===== src/rtl/handshake_fifo_if.sv =====
// Valid/ready handshake bundle for handshake_fifo: upstream push side, downstream pop side,
// and occupancy status.
interface handshake_fifo_if #(
    parameter int DATA_W = 8,
    parameter int DEPTH  = 4
);
    localparam int AW = $clog2(DEPTH);

    logic              d_valid_i;
    logic [DATA_W-1:0] d_data_i;
    logic              d_ready_o;
    logic              s_valid_o;
    logic [DATA_W-1:0] s_data_o;
    logic              s_ready_i;
    logic [AW:0]       count_o;
    logic              full_o;
    logic              empty_o;

    modport master (
        output d_valid_i, d_data_i, s_ready_i,
        input  d_ready_o, s_valid_o, s_data_o, count_o, full_o, empty_o
    );

    modport slave (
        input  d_valid_i, d_data_i, s_ready_i,
        output d_ready_o, s_valid_o, s_data_o, count_o, full_o, empty_o
    );
endinterface


===== src/rtl/handshake_fifo.sv =====
// First-word fall-through FIFO with valid/ready on both sides; ready and valid are
// derived from registered occupancy only, so neither side sees a combinational path.
module handshake_fifo #(
    parameter int DATA_W = 8,
    parameter int DEPTH  = 4
) (
    input  logic             clk,
    input  logic             rst,
    handshake_fifo_if.slave  bus
);
    localparam int AW = $clog2(DEPTH);

    logic [DATA_W-1:0] mem [DEPTH];
    logic [AW-1:0]     wr_ptr;
    logic [AW-1:0]     rd_ptr;
    logic [AW:0]       count;
    logic              full;
    logic              empty;
    logic              push;
    logic              pop;

    assign full  = (count == (AW+1)'(DEPTH));
    assign empty = (count == '0);

    // d_ready_o is gated by rst, so no push can land on a reset edge.
    assign bus.d_ready_o = ~full & ~rst;
    assign bus.s_valid_o = ~empty;
    assign bus.s_data_o  = empty ? '0 : mem[rd_ptr];
    assign bus.count_o   = count;
    assign bus.full_o    = full;
    assign bus.empty_o   = empty;

    assign push = bus.d_valid_i & bus.d_ready_o;
    assign pop  = bus.s_valid_o & bus.s_ready_i & ~rst;

    always_ff @(posedge clk) begin
        if (rst) begin
            wr_ptr <= '0;
            rd_ptr <= '0;
            count  <= '0;
        end else begin
            if (push) begin
                wr_ptr <= wr_ptr + AW'(1);
            end
            if (pop) begin
                rd_ptr <= rd_ptr + AW'(1);
            end
            if (push && !pop) begin
                count <= count + (AW+1)'(1);
            end else if (pop && !push) begin
                count <= count - (AW+1)'(1);
            end
        end
    end

    // Storage is never reset; the empty mux on s_data_o hides stale entries.
    always_ff @(posedge clk) begin
        if (push) begin
            mem[wr_ptr] <= bus.d_data_i;
        end
    end
endmodule


===== src/flat_wrapper.sv =====
// flat-port wrapper written by rule: the top's interface ports become plain ports
module handshake_fifo_flat 
#(
    parameter int DATA_W = 8,
    parameter int DEPTH  = 4
)
  (clk, rst, bus_d_valid_i, bus_d_data_i, bus_s_ready_i, bus_d_ready_o, bus_s_valid_o, bus_s_data_o, bus_count_o, bus_full_o, bus_empty_o);
  handshake_fifo_if #(.DATA_W(DATA_W), .DEPTH(DEPTH)) bus_i ();
  input  logic clk;
  input  logic rst;
  input wire logic [$bits(bus_i.d_valid_i)-1:0] bus_d_valid_i;
  input wire logic [$bits(bus_i.d_data_i)-1:0] bus_d_data_i;
  input wire logic [$bits(bus_i.s_ready_i)-1:0] bus_s_ready_i;
  output wire logic [$bits(bus_i.d_ready_o)-1:0] bus_d_ready_o;
  output wire logic [$bits(bus_i.s_valid_o)-1:0] bus_s_valid_o;
  output wire logic [$bits(bus_i.s_data_o)-1:0] bus_s_data_o;
  output wire logic [$bits(bus_i.count_o)-1:0] bus_count_o;
  output wire logic [$bits(bus_i.full_o)-1:0] bus_full_o;
  output wire logic [$bits(bus_i.empty_o)-1:0] bus_empty_o;
  assign bus_i.d_valid_i = bus_d_valid_i;
  assign bus_i.d_data_i = bus_d_data_i;
  assign bus_i.s_ready_i = bus_s_ready_i;
  assign bus_d_ready_o = bus_i.d_ready_o;
  assign bus_s_valid_o = bus_i.s_valid_o;
  assign bus_s_data_o = bus_i.s_data_o;
  assign bus_count_o = bus_i.count_o;
  assign bus_full_o = bus_i.full_o;
  assign bus_empty_o = bus_i.empty_o;
  handshake_fifo #(.DATA_W(DATA_W), .DEPTH(DEPTH)) u_core (.clk(clk), .rst(rst), .bus(bus_i));
endmodule

===== config.mk =====
export PLATFORM = sky130hd
export DESIGN_NAME = handshake_fifo_flat
export DESIGN_NICKNAME = d
export VERILOG_FILES = /design/src/rtl/handshake_fifo_if.sv /design/src/rtl/handshake_fifo.sv /design/src/flat_wrapper.sv
export SDC_FILE = /design/constraint.sdc
export NUM_CORES = 1
export LEC_CHECK = 0
export CORE_ASPECT_RATIO = 1.5
export CORE_UTILIZATION = 52
export DETAILED_ROUTE_END_ITERATION = 8
export HOLD_SLACK_MARGIN = 0.08
export PLACE_DENSITY = 0.9
export SLEW_MARGIN = 15
export SYNTH_ARGS = -nofsm -noshare
export SYNTH_HDL_FRONTEND = slang
export SYNTH_SLANG_ARGS = --single-unit

===== constraint.sdc =====
create_clock -name clk -period 2.78 [get_ports clk]
set_input_delay 0.556 -clock clk [delete_from_list [all_inputs] [get_ports clk]]
set_output_delay 0.556 -clock clk [all_outputs]
set_load 0.005 [all_outputs]

==> results of run 1 <==
==> flip-flops by register name (all words and copies together), names as in the netlist, named ones only <==
signal	flops
u_core.bus.count_o	3
u_core.wr_ptr	2
u_core.rd_ptr	2
u_core.mem	32
==> worst paths after layout <==
| kind | startpoint | endpoint | slack (ns) | depth (start not counted) |
|---|---|---|---|---|
| max | flop | bus_s_data_o[3] | 0.32 | 4 |
| min | u_core.rd_ptr[1] | flop | 0.49 | 2 |
| max reg2reg | u_core.bus.count_o[0] | u_core.bus.count_o[2] | 0.54 | 8 |
| min reg2reg | u_core.rd_ptr[1] | flop | 0.49 | 2 |
==> cells by family after synthesis <==
| kind of cell | after synthesis | synth area share [%] |
|---|---|---|
| compound gates | 5 | 1.618 |
| xor+xnor | 3 | 1.544 |
| fa+ha+maj | 6 | 4.853 |
| buf+inv | 8 | 2.059 |
| flops | 41 | 67.06 |
| mux | 11 | 12.65 |
| simple gates | 26 | 10.22 |
==> per-layer routing <==
layer / up-vias / global-route usage (%) / part of all wire (%)
met3: 4 / 6.289 / 5.2
li1: 432 / - / -
met2: 33 / 31.33 / 55
met5: - / 0 / 0
met4: 0 / 8.824 / 1.5
met1: 453 / 17.60 / 39
==> layout by cell type (no fill, tap or decap), drive strengths merged <==
cell type and count:
a21oi 2, and2 4, buf 4, clkbuf 8, clkdlybuf4s50 26, dfxtp 9
edfxtp 32, fa 1, ha 5, inv 4, mux2 1, mux2i 2
mux4 8, nand2 1, nand2b 1, nor2 6, nor2b 8, nor3 1
nor3b 2, o21ai 2, o31ai 1, or2 1, or3 2, xor2 3
==> final cells by class <==
type | instances | area, um2 | share of cell area [%]
clock buffers | 8 | 90.09 | 4.265
inverters | 4 | 15.01 | 0.7109
multi-input cells | 51 | 525.5 | 24.88
flip-flops and latches | 41 | 1141 | 54.03
well taps | 40 | 50.05 | 2.370
repair buffers | 30 | 290.3 | 13.74
==> worst max-delay path, delay by kind of cell (launching register included) <==
| kind | cells | cell delay (ns) |
|---|---|---|
| buffers and inverters | 2 | 0.66 |
| flip-flops | 1 | 0.31 |
| AND/OR/NAND/NOR | 1 | 0.15 |
| multiplexers | 1 | 0.50 |
==> metrics by stage <==
stage	instance area [um2]	std cells	power (uW)	utilization, %
2_1_floorplan	1702	100	1155	-
3_3_place_gp	2022	166	1456	64.64
3_5_place_dp	2022	166	1484	64.64
4_1_cts	2112	174	1865	67.52
5_1_grt	2112	174	1947	67.52
6_report	2112	174	1850	67.52
==> power groups by stage <==
stage | combinational (uW) | sequential [uW] | clock, uW
detailed placement | 671 | 813 | 0
global placement | 649 | 807 | 0
finish | 665 | 799 | 386
floorplan | 360 | 796 | 0
CTS | 675 | 800 | 390
global route | 726 | 808 | 413
==> results_dict.tcl, run 1 <==
set metrics [dict create \
    initial_core_util_pct 54.40 \
    clockBufferDepth 2 \
    share_clk_of_total_power_pct 20.9 \
    wl_per_cell_um 15.47 \
    worst_pin_slew_ns 0.3878 \
    cts_resized 0 \
    tns_ns 0 \
    vias 922 \
    post-cts-setup-buffers 0 \
    num_rows 25 \
    grt_pass1_wl_mm 4.305 \
    syn_nets 118 \
    path_clk_slew_ns 0.07 \
    yosysMostFrequentCell "edfxtp_1" \
    leakagePower_uw 0.0007286 \
    fin_hold_ws_ns 0.4909 \
    ys_types 24 \
    cts-htree-levels 2 \
    status "finished, final reports clean" \
    timing.final.ws_setup_ns 0.3167 \
    p_int_uw 1344 \
    syn_inst 100 \
    grt_max_degree 13 \
    cts_tree "yes" \
    gp_congestion 0.6777 \
    netlist_area_um2 1702 \
    fillers 221 \
    wl_mm 2.691 \
    place_ws_ns 0.1693 \
    clock_sinks 41 \
    hold_buffers 0 \
    chipHeight_um 72.06 \
    synthArstFlopShare_pct 0 \
    slowest_delay_ns 0.50 \
    power_switching_share_pct 27.35 \
    seq_area_frac_synth_pct 67.06 \
    hp-class "reg -> reg" \
    antenna_left 0 \
    cp_data_arrival_time_ns 1.91 \
    final_nets 151 \
    firstDrtPassIters 4 \
    cap_violations 0 \
    fmax_mhz 406.0 \
    vias_per_cell 5.299 \
    power_frac_seq_pct 43.2 \
    avgSynthCellArea_um2 17.02 \
    worstSetupEndpointType "output pin" \
    required_ns 2.22 \
    antenna_found_initial 0 \
    cts_buffers 5 \
    yosys_warnings 0 \
    ir_drop_v 0.0006109 \
    cts-root-buf "clkbuf_8" \
    die_w_um 48.71 \
    cp_cell_sequence "buf_4 > mux4_2 > nor2b_1 > clkdlybuf4s50_1" \
    power_density_nw_per_um2 875.8 \
    crit_fanout 8 \
    grt_usage_pct 17.44 \
    finClkSkew_ns 0.006968 \
    worst_path_max_delay_cell "mux4_2" \
    setup.worst_path.class "reg -> out" \
    grt_pass1_vias 959 \
    drtIter0Drc 20 \
    p_sw_uw 505.9 \
    remaining_drc_errors 0 \
    synth_edf_count 32 \
    area_growth_pct 24.12 \
    rsz0062_at_grt "no" \
    dieArea_um2 3510 \
    coreArea_um2 3128 \
    synth_top_cell_by_area "edfxtp_1" \
    grt.overflow.total 0 \
    fin_crit_ns 2.463 \
    setup_viol 0 \
    ys_ff_latch 41 \
    dp_hpwl_mm 1.956 \
    combinationalPowerShare_pct 35.9 \
    ys.flop_type "edfxtp_1" \
    start_kind "flop" \
    diodes 0 \
    insertion_delay_ns 0.29 \
    port_buffers 26 \
    synth_top_area_share_pct 56.47 \
    period_share_pct 88.61 \
    maxSlewViolCount 0 \
    drive_gt1_share_pct 19.40 \
    synth_area_leaders "edfxtp_1 (56%), dfxtp_1 (11%), mux4_2 (11%), ha_1 (3.7%), nor2b_1 (2.9%)" \
    synth_common_cells "edfxtp_1 (32), dfxtp_1 (9), mux4_2 (8), nor2b_1 (8), nor2_1 (6)" \
    max-slew-margin-rel_pct 74.11 \
    io_pins 27 \
    final-hold-violation-count 0 \
]
(Power assumes the default switching activity.)
==> run 2, diff against run 1 <==
--- a/config.mk
+++ b/config.mk
@@ -7,7 +7,9 @@
 export LEC_CHECK = 0
 export CORE_ASPECT_RATIO = 1.5
 export CORE_UTILIZATION = 52
+export CTS_CLUSTER_DIAMETER = 80
 export DETAILED_ROUTE_END_ITERATION = 8
+export GPL_TIMING_DRIVEN = 0
 export HOLD_SLACK_MARGIN = 0.08
 export PLACE_DENSITY = 0.9
 export SLEW_MARGIN = 15
==> run 2 against run 1 <==
Against the previous run:
- sequential share of layout area shrank 0.32 points
- critical endpoint is now u_core.bus.count_o[2]
- utilization grew 0.40 points
- setup slack worse by 0.065 ns
- clock power is 14% higher
- register-to-register slack got worse by 0.13 ns
- cell count unchanged
- highest routed layer unchanged
- first-iteration DRC count rose by 30%
==> results_dict.tcl, run 2 (same netlist as run 1, synthesis figures left out) <==
set metrics [dict create \
    clockBufferDepth 2 \
    final-seq-area_um2 1141 \
    worstSetupEndpointType "flop" \
    grt_max_degree 13 \
    wl_per_cell_um 15.98 \
    required_ns 3.00 \
    diodes 0 \
    port_buffers 26 \
    die_w_um 48.71 \
    finClkSkew_ns 0.007082 \
    status "finished, final reports clean" \
    hp-class "reg -> reg" \
    remaining_drc_errors 0 \
    fillers 218 \
    cts_buffers 5 \
    final-hold-violation-count 0 \
    grt_usage_pct 18.60 \
    p_int_uw 1389 \
    cp_cell_sequence "clkdlybuf4s50_1 > clkbuf_2 > or2_2 > ha_1 > inv_1 > fa_1 > xor2_1 > or3_1 > a21oi_1" \
    dieArea_um2 3510 \
    largest_register "u_core.mem" \
    final_nets 151 \
    maxSlewViolCount 0 \
    crit_fanout 10 \
    antenna_left 0 \
    max-slew-margin-rel_pct 67.82 \
    cts_tree "yes" \
    firstDrtPassIters 4 \
    dp_hpwl_mm 2.053 \
    coreArea_um2 3128 \
    tns_ns 0 \
    cts-root-buf "clkbuf_8" \
    combinationalPowerShare_pct 35.1 \
    worst_path_max_delay_cell "clkdlybuf4s50_1" \
    setup.worst_path.class "in -> reg" \
    leakagePower_uw 0.0007340 \
    post-cts-setup-buffers 0 \
    dpl_cell_area_um2 2012 \
    power_frac_seq_pct 41.8 \
    rsz0062_at_grt "no" \
    drtIter0Drc 26 \
    setup_viol 0 \
    gp_congestion 0.7422 \
    antenna_found_initial 0 \
    path_clk_slew_ns 0.07 \
    start_kind "input pin" \
    worst_pin_slew_ns 0.4827 \
    power_density_nw_per_um2 894.7 \
    vias_per_cell 5.230 \
    grt_pass1_wl_mm 4.567 \
    critPathTopFamily "buffers and inverters" \
    ir_drop_v 0.0005844 \
    io_pins 27 \
    initial_core_util_pct 54.40 \
    critPathBufInv 3 \
    cap_violations 0 \
    vias 910 \
    period_share_pct 90.93 \
    fin_util_pct 67.92 \
    cp_data_arrival_time_ns 2.75 \
    grt.overflow.total 0 \
    slowest_delay_ns 0.52 \
    fin_crit_ns 2.528 \
    power_switching_share_pct 26.94 \
    stdcell_area_um2 2125 \
    insertion_delay_ns 0.29 \
    share_clk_of_total_power_pct 23.2 \
    num_rows 25 \
    chipHeight_um 72.06 \
    clock_sinks 41 \
    wl_mm 2.780 \
    cts-htree-levels 2 \
    fin_hold_ws_ns 0.5168 \
    fmax_mhz 395.6 \
    grt_pass1_vias 944 \
    rrSetupSlack_ns 0.41 \
    final_cell_mix "edfxtp_1 (32), clkdlybuf4s50_1 (26), dfxtp_1 (9)" \
    drive_gt1_share_pct 19.40 \
    area_growth_pct 24.85 \
    layout_commonest_cell "edfxtp_1" \
    largest_register_ffs 32 \
    multi_input_area_um2 525.5 \
    p_sw_uw 512.0 \
]
-- run 2: cell count changes in the layout (fill, tap and decap cells not counted), sizes merged --
cell	before	now
clkbuf	8	10
buf	4	2
-- run 2: repair_timing --
| action | CTS | global route |
|---|---|---|
| resized for setup | 0 | 2 |
| hold endpoints to repair | 0 | 0 |
| hold buffers | 0 | 0 |
| endpoints found under the setup margin | 0 | 1 |
-- run 2: path summary, 6_finish.rpt --
| path | startpoint | end | cells after the start |
|---|---|---|---|
| max | rst | u_core.bus.count_o[2] | 9 |
| min | u_core.wr_ptr[0] | u_core.wr_ptr[0] | 1 |
| max reg2reg | u_core.bus.count_o[0] | u_core.bus.count_o[2] | 8 |
| min reg2reg | u_core.wr_ptr[0] | u_core.wr_ptr[0] | 1 |
-- run 2: per-layer routing --
metal  up-vias  wire length [um]  global-route usage (%)
met2        35              1511                   33.33
met3         8               123                   5.031
li1        433                 -                       -
met4         0                80                   11.11
met5         -                 0                       0
met1       434              1065                   19.24
-- run 2: metrics by stage --
step | instances | worst slack (ns) | power (uW)
2_1_floorplan | 100 | 0.6173 | 1155
3_3_place_gp | 166 | -0.05288 | 1436
3_5_place_dp | 166 | -0.2218 | 1478
4_1_cts | 174 | 0.09059 | 1921
5_1_grt | 174 | 0.1276 | 2001
6_report | 174 | 0.2521 | 1901
-- run 2: cell type report --
type,instances,area share [%]
multi-input combinational,51,24.73
tap,40,2.356
inverter,4,0.7067
buffer,4,1.001
clock buffer,8,5.241
timing repair buffer,26,12.25
sequential,41,53.71
-- run 2: power by group through the flow --
stage | Sequential (uW) | Combinational, uW | Clock, uW
after detailed placement | 806 | 672 | 0
after global placement | 798 | 638 | 0
after CTS | 794 | 675 | 452
after floorplan | 796 | 360 | 0
final | 794 | 667 | 440
after global routing | 801 | 729 | 471
